`src/rtl/memory_access.sv`:
```
// memory_access
//   MIPS memory stage sitting directly behind execute. Accepts the execute
//   result (effective address or ALU value) plus the rt store operand. It runs
//   a req/ack transaction against a variable-latency data memory, lane-selects
//   and extends load data, and returns a one-cycle write-back pulse.
//
// Ports
//   clock, reset          : single rising-edge clock, async active-high reset
//   valid_in / ready_out  : execute handshake; ready_out is high only in IDLE
//   insn                  : instruction word, opcode in insn[0:5] (big-endian)
//   addr_in               : address for memory ops, ALU result otherwise
//   store_data            : rt operand for SB/SH/SW
//   mem_req .. mem_byte_en: request to data memory, stable while in ACCESS
//   mem_ack, mem_rdata    : one-cycle acknowledge with read data
//   valid_out, result     : one-cycle write-back pulse and value
//   misalign_err          : qualifies valid_out, access was misaligned
//   timeout_err           : qualifies valid_out, memory never acknowledged
module memory_access #(
  parameter int unsigned TIMEOUT_CYCLES = 255,
  parameter int unsigned DATA_W         = 32
) (
  input  logic              clock,
  input  logic              reset,
  input  logic              valid_in,
  output logic              ready_out,
  input  logic [0:31]       insn,
  input  logic [0:DATA_W-1] addr_in,
  input  logic [0:DATA_W-1] store_data,
  output logic              mem_req,
  output logic              mem_we,
  output logic [0:DATA_W-1] mem_addr,
  output logic [0:DATA_W-1] mem_wdata,
  output logic [0:3]        mem_byte_en,
  input  logic              mem_ack,
  input  logic [0:DATA_W-1] mem_rdata,
  output logic              valid_out,
  output logic [0:DATA_W-1] result,
  output logic              misalign_err,
  output logic              timeout_err
);

  localparam logic [0:5] OP_LW  = 6'b100011;
  localparam logic [0:5] OP_SW  = 6'b101011;
  localparam logic [0:5] OP_LB  = 6'b100000;
  localparam logic [0:5] OP_LBU = 6'b100100;
  localparam logic [0:5] OP_SB  = 6'b101000;
  localparam logic [0:5] OP_SH  = 6'b101001;

  localparam logic [7:0] TIMEOUT_LIM = 8'(TIMEOUT_CYCLES);

  typedef enum logic {IDLE, ACCESS} state_t;

  state_t            state_q, state_d;
  logic [7:0]        count_q, count_d;
  logic [0:5]        op_q, op_d;
  logic [1:0]        lane_q, lane_d;
  logic              mem_we_q, mem_we_d;
  logic [0:DATA_W-1] mem_addr_q, mem_addr_d;
  logic [0:DATA_W-1] mem_wdata_q, mem_wdata_d;
  logic [0:3]        mem_byte_en_q, mem_byte_en_d;
  logic              valid_out_q, valid_out_d;
  logic [0:DATA_W-1] result_q, result_d;
  logic              misalign_q, misalign_d;
  logic              timeout_q, timeout_d;

  logic [0:5]        opcode;
  logic [1:0]        acc_lane;
  logic              acc_is_mem;
  logic              acc_is_store;
  logic              acc_misaligned;
  logic [0:3]        acc_be;
  logic [0:DATA_W-1] acc_wdata;
  logic [0:7]        ld_byte;
  logic [0:DATA_W-1] load_result;
  logic [7:0]        count_inc;
  logic              unused_insn;

  assign opcode      = insn[0:5];
  assign acc_lane    = addr_in[30:31];
  assign count_inc   = count_q + 8'd1;
  assign unused_insn = ^insn[6:31];

  // Decode the incoming instruction: memory-op class, alignment, lane enables
  // and lane-replicated store data so the memory sees the operand on every lane.
  always_comb begin
    acc_is_mem     = 1'b0;
    acc_is_store   = 1'b0;
    acc_misaligned = 1'b0;
    acc_be         = 4'b1111;
    acc_wdata      = store_data;
    case (opcode)
      OP_LW: begin
        acc_is_mem     = 1'b1;
        acc_misaligned = |acc_lane;
      end
      OP_SW: begin
        acc_is_mem     = 1'b1;
        acc_is_store   = 1'b1;
        acc_misaligned = |acc_lane;
      end
      OP_LB, OP_LBU: begin
        acc_is_mem = 1'b1;
      end
      OP_SB: begin
        acc_is_mem   = 1'b1;
        acc_is_store = 1'b1;
        acc_be       = 4'b1000 >> acc_lane;
        acc_wdata    = {4{store_data[24:31]}};
      end
      OP_SH: begin
        acc_is_mem     = 1'b1;
        acc_is_store   = 1'b1;
        acc_misaligned = acc_lane[0];
        acc_be         = acc_lane[1] ? 4'b0011 : 4'b1100;
        acc_wdata      = {2{store_data[16:31]}};
      end
      default: ;
    endcase
  end

  // Pick the addressed byte of the returned word (lane 0 is the MSB) and
  // extend it according to the latched opcode; stores write back zero.
  always_comb begin
    case (lane_q)
      2'd0:    ld_byte = mem_rdata[0:7];
      2'd1:    ld_byte = mem_rdata[8:15];
      2'd2:    ld_byte = mem_rdata[16:23];
      default: ld_byte = mem_rdata[24:31];
    endcase
    case (op_q)
      OP_LW:   load_result = mem_rdata;
      OP_LB:   load_result = {{24{ld_byte[0]}}, ld_byte};
      OP_LBU:  load_result = {24'h000000, ld_byte};
      default: load_result = '0;
    endcase
  end

  // Next-state and output logic. Result pulses are registered so they appear
  // the cycle after the accepting edge or the ack/timeout edge.
  always_comb begin
    state_d       = state_q;
    count_d       = count_q;
    op_d          = op_q;
    lane_d        = lane_q;
    mem_we_d      = mem_we_q;
    mem_addr_d    = mem_addr_q;
    mem_wdata_d   = mem_wdata_q;
    mem_byte_en_d = mem_byte_en_q;
    valid_out_d   = 1'b0;
    misalign_d    = 1'b0;
    timeout_d     = 1'b0;
    result_d      = result_q;
    case (state_q)
      IDLE: begin
        if (valid_in) begin
          if (!acc_is_mem) begin
            valid_out_d = 1'b1;
            result_d    = addr_in;
          end else if (acc_misaligned) begin
            valid_out_d = 1'b1;
            misalign_d  = 1'b1;
            result_d    = addr_in;
          end else begin
            state_d       = ACCESS;
            count_d       = 8'd0;
            op_d          = opcode;
            lane_d        = acc_lane;
            mem_we_d      = acc_is_store;
            mem_addr_d    = {addr_in[0:29], 2'b00};
            mem_wdata_d   = acc_wdata;
            mem_byte_en_d = acc_be;
          end
        end
      end
      ACCESS: begin
        if (mem_ack || (count_inc == TIMEOUT_LIM)) begin
          // Ack wins over a timeout landing on the same edge.
          state_d       = IDLE;
          count_d       = 8'd0;
          valid_out_d   = 1'b1;
          timeout_d     = !mem_ack;
          result_d      = mem_ack ? load_result : '0;
          mem_we_d      = 1'b0;
          mem_addr_d    = '0;
          mem_wdata_d   = '0;
          mem_byte_en_d = 4'b0000;
        end else begin
          count_d = count_inc;
        end
      end
      default: state_d = IDLE;
    endcase
  end

  // State register; reset drops any transaction in flight without a pulse.
  always_ff @(posedge clock or posedge reset) begin
    if (reset) begin
      state_q       <= IDLE;
      count_q       <= 8'd0;
      op_q          <= 6'b000000;
      lane_q        <= 2'd0;
      mem_we_q      <= 1'b0;
      mem_addr_q    <= '0;
      mem_wdata_q   <= '0;
      mem_byte_en_q <= 4'b0000;
      valid_out_q   <= 1'b0;
      result_q      <= '0;
      misalign_q    <= 1'b0;
      timeout_q     <= 1'b0;
    end else begin
      state_q       <= state_d;
      count_q       <= count_d;
      op_q          <= op_d;
      lane_q        <= lane_d;
      mem_we_q      <= mem_we_d;
      mem_addr_q    <= mem_addr_d;
      mem_wdata_q   <= mem_wdata_d;
      mem_byte_en_q <= mem_byte_en_d;
      valid_out_q   <= valid_out_d;
      result_q      <= result_d;
      misalign_q    <= misalign_d;
      timeout_q     <= timeout_d;
    end
  end

  assign ready_out    = (state_q == IDLE);
  assign mem_req      = (state_q == ACCESS);
  assign mem_we       = mem_we_q;
  assign mem_addr     = mem_addr_q;
  assign mem_wdata    = mem_wdata_q;
  assign mem_byte_en  = mem_byte_en_q;
  assign valid_out    = valid_out_q;
  assign result       = result_q;
  assign misalign_err = misalign_q;
  assign timeout_err  = timeout_q;

endmodule

```
`config.mk`:
```
export PLATFORM = sky130hd
export DESIGN_NAME = memory_access
export DESIGN_NICKNAME = d
export VERILOG_FILES = /design/src/rtl/memory_access.sv
export SDC_FILE = /design/constraint.sdc
export NUM_CORES = 1
export LEC_CHECK = 0
export ABC_AREA = 1
export BUFFER_PORTS_ARGS = -buffer_cell sky130_fd_sc_hd__buf_4
export CAP_MARGIN = 30
export CORE_MARGIN = 3
export CORE_UTILIZATION = 50
export DETAILED_ROUTE_END_ITERATION = 8
export PLACE_DENSITY = 0.83
export SLEW_MARGIN = 10
export SYNTH_ARGS = -nofsm -noshare
export SYNTH_HDL_FRONTEND = slang
export SYNTH_SLANG_ARGS = --single-unit
```
`constraint.sdc`:
```
create_clock -name clock -period 4 [get_ports clock]
set_input_delay 0.2 -clock clock [delete_from_list [all_inputs] [get_ports clock]]
set_output_delay 0.2 -clock clock [all_outputs]
set_load 0.02 [all_outputs]
```
==> impl_metrics.tcl <==
set metrics [dict create \
    cp_data_required_time_ps 4260 \
    vias_per_cell 5.17 \
    dp.cells 1291 \
    die_y_um 120 \
    p_comb_share_pct 33.9 \
    cp-start-kind "flop" \
    syn-instance-count 953 \
    post-route-period-util_pct 65.8 \
    cts_tree "yes" \
    wirelength_um 20000 \
    drtIter0Drc 579 \
    start_util_pct 51.5 \
    seq_area_frac_synth_pct 45.5 \
    endpoint_kind "flop" \
    firstDrtPassIters 5 \
    yosysUniqueCellTypes 26 \
    placed_cell_area_mm2 0.00813 \
    grt_max_degree 69 \
    grt-ovfl-total 0 \
    numPortBuffers 209 \
    ctsResizeCount 0 \
    holdCritPathClass "in2reg" \
    r2r-start "mem_req" \
    ant_nets 0 \
    pin_count 238 \
    grt_pass1_vias 6518 \
    crit_path_max_fanout 68 \
    clock_skew_ps 13.3 \
    vias 6856 \
    crit_family "buffers and inverters" \
    wl_per_cell_um 15.1 \
    max_stage_delay_ps 670 \
    worst-r2r-cell-count 6 \
    die_area_mm2 0.0145 \
    drive_gt1_share_pct 23.2 \
    final_common_cell "nand2_1" \
    holdCritStartpoint "insn[4]" \
    cts_num_sinks 119 \
    critPathBufInv 3 \
    p_int_mw 3.10 \
    status "completed" \
    avgSynthCellArea_um2 6.87 \
    maxCapViolations 0 \
    fin_area_mm2 0.00874 \
    track_usage_pct 27.9 \
    critPathKind "reg2reg" \
    finalWeightedCongestion 0.925 \
    cts_buffers 17 \
    rsz0062_at_grt "false" \
    period_needed_ps 2630 \
    drv_slew 0 \
    antenna_cells 0 \
    seqPwrFrac_pct 35.4 \
    synth_top_area_share_pct 45.5 \
    yosys-top-cells-area "dfrtp_1 45%, nand2_1 24%, nand3_1 11%" \
    worstReg2RegEnd "count_q[0]" \
    layout_common_cells "412 x nand2_1, 221 x buf_4, 149 x nand3_1, 119 x dfrtp_1, 70 x inv_1" \
    pwr-share-clk_pct 30.7 \
    clockBufferDepth 2 \
    rows 41 \
    setup_viol_count_final 0 \
    area_growth_pct 33.5 \
    max_freq_mhz 380 \
    fin_nets 1274 \
    num-fill-cells 1140 \
    maxSlewHeadroom_pct 47.9 \
    yosys_warnings 0 \
    min_path_cells 3 \
    h-tree-depth 4 \
    power_switching_mw 1.75 \
    utilization_pct 68.7 \
    hold_violations 0 \
    tightest_slew_ps 781 \
    antenna_found_initial 0 \
    crit_chain "inv_2 > nand2_2 > buf_4 > inv_1 > nand2_1 > o21ai_0" \
    r2r_slack_ps 1370 \
    syn-cell-area_mm2 0.00655 \
    yosys.area.top_type "dfrtp_1" \
    cts_root_buf "clkbuf_16" \
    cp_slowest_cell "dfrtp_1" \
    finalNonFillerCells 1325 \
    swShare_pct 36.1 \
    ir_drop_v 0.000282 \
    powerDensity_mw_per_mm2 554 \
    dpl.hpwl_um 14300 \
    grt_first_pass_wirelength_um 32300 \
    hold_path_end "op_q[4]" \
    ys_ff_latch 119 \
    arrival_ps 2890 \
    core_mm2 0.0127 \
    die_x_um 120 \
    clk_latency_ps 410 \
    drcViolationCount 0 \
    p_leak_nw 5.08 \
    path_clk_slew_ps 50 \
    finalSetupTns_ps 0 \
]
synth_stat cells (all sizes together):
| cell type | n |
|---|---|
| a21oi | 11 |
| o21ai | 39 |
| nand3 | 149 |
| or2 | 1 |
| a211oi | 4 |
| nor2 | 66 |
| nor3 | 2 |
| o21bai | 1 |
| dfrtp | 119 |
| nand2 | 417 |
| inv | 75 |
| clkinv | 1 |
| conb | 1 |
| clkbuf | 21 |
| ha | 2 |
| buf | 36 |
| nand4 | 7 |
| o22ai | 1 |
power groups by stage:
stage	clock (mW)	combinational [mW]	sequential (mW)
after floorplan	0	0.613	2.03
after global placement	0	1.62	1.72
after detailed placement	0	1.65	1.72
after CTS	1.51	1.65	1.71
after global routing	1.58	1.80	1.75
final	1.49	1.64	1.71
how the worst max path moves through the flow:
| stage | depth (start not counted) | endpoint | slack, ps | start |
|---|---|---|---|---|
| 6_report | 6 | count_q[0] | 1370 | mem_req |
| 4_1_cts | 6 | count_q[0] | 1410 | mem_req |
| 3_3_place_gp | 12 | count_q[7] | 1330 | insn[1] |
| 5_1_grt | 10 | result[18] | 1200 | op_q[1] |
| 3_5_place_dp | 12 | count_q[4] | 1300 | insn[1] |
| 2_1_floorplan | 1 | count_q[0] | 640 | reset |
metrics by stage:
stage	hold WS [ps]	power (mW)	setup slack, ps
after detailed placement	319	3.37	1300
after global routing	55.1	5.13	1200
after global placement	313	3.33	1330
after CTS	29.1	4.88	1410
after floorplan	273	2.64	643
final	31.3	4.84	1370
final cells by class:
type / count / area (um2) / share of cell area (%)
Clock inverter: 12 / 128 / 1.46
Sequential cell: 119 / 2980 / 34.1
Multi-Input combinational cell: 702 / 2980 / 34.1
Inverter: 76 / 288 / 3.29
Clock buffer: 20 / 457 / 5.23
Tap cell: 172 / 215 / 2.46
Timing Repair Buffer: 224 / 1690 / 19.3
logic make-up after synthesis:
logic type	after synthesis	synth area share, %
simple gates	642	40.4
buf+inv	133	9.19
flops	119	45.5
compound gates	56	4.49
fa+ha+maj	2	0.382
other cells	1	0.0573
worst min-delay path: stages:
cell and delay (ps):
buf_4 90, nand2_1 40, o21ai_0 60
sequential cells by signal (all words and copies together), names as in the netlist:
register      cells
mem_wdata        32
result           32
mem_addr         30
count_q           8
op_q              6
mem_byte_en       4
lane_q            2
mem_req           1
mem_we            1
misalign_err      1
timeout_err       1
valid_out         1
routing by layer:
layer,vias up,wire length (um),track usage (%)
li1,3371,-,-
met3,34,1930,8.42
met5,-,0,0
met1,3151,7940,35.0
met2,300,9650,45.9
met4,0,469,9.84
what timing repair did:
action / 4_1_cts / 5_1_grt
hold endpoints to repair: 47 / 0
setup buffers: 0 / 0
hold buffers: 2 / 0
endpoints found under the setup margin: 0 / 0
No activity file was read; power rests on OpenSTA's default activity.
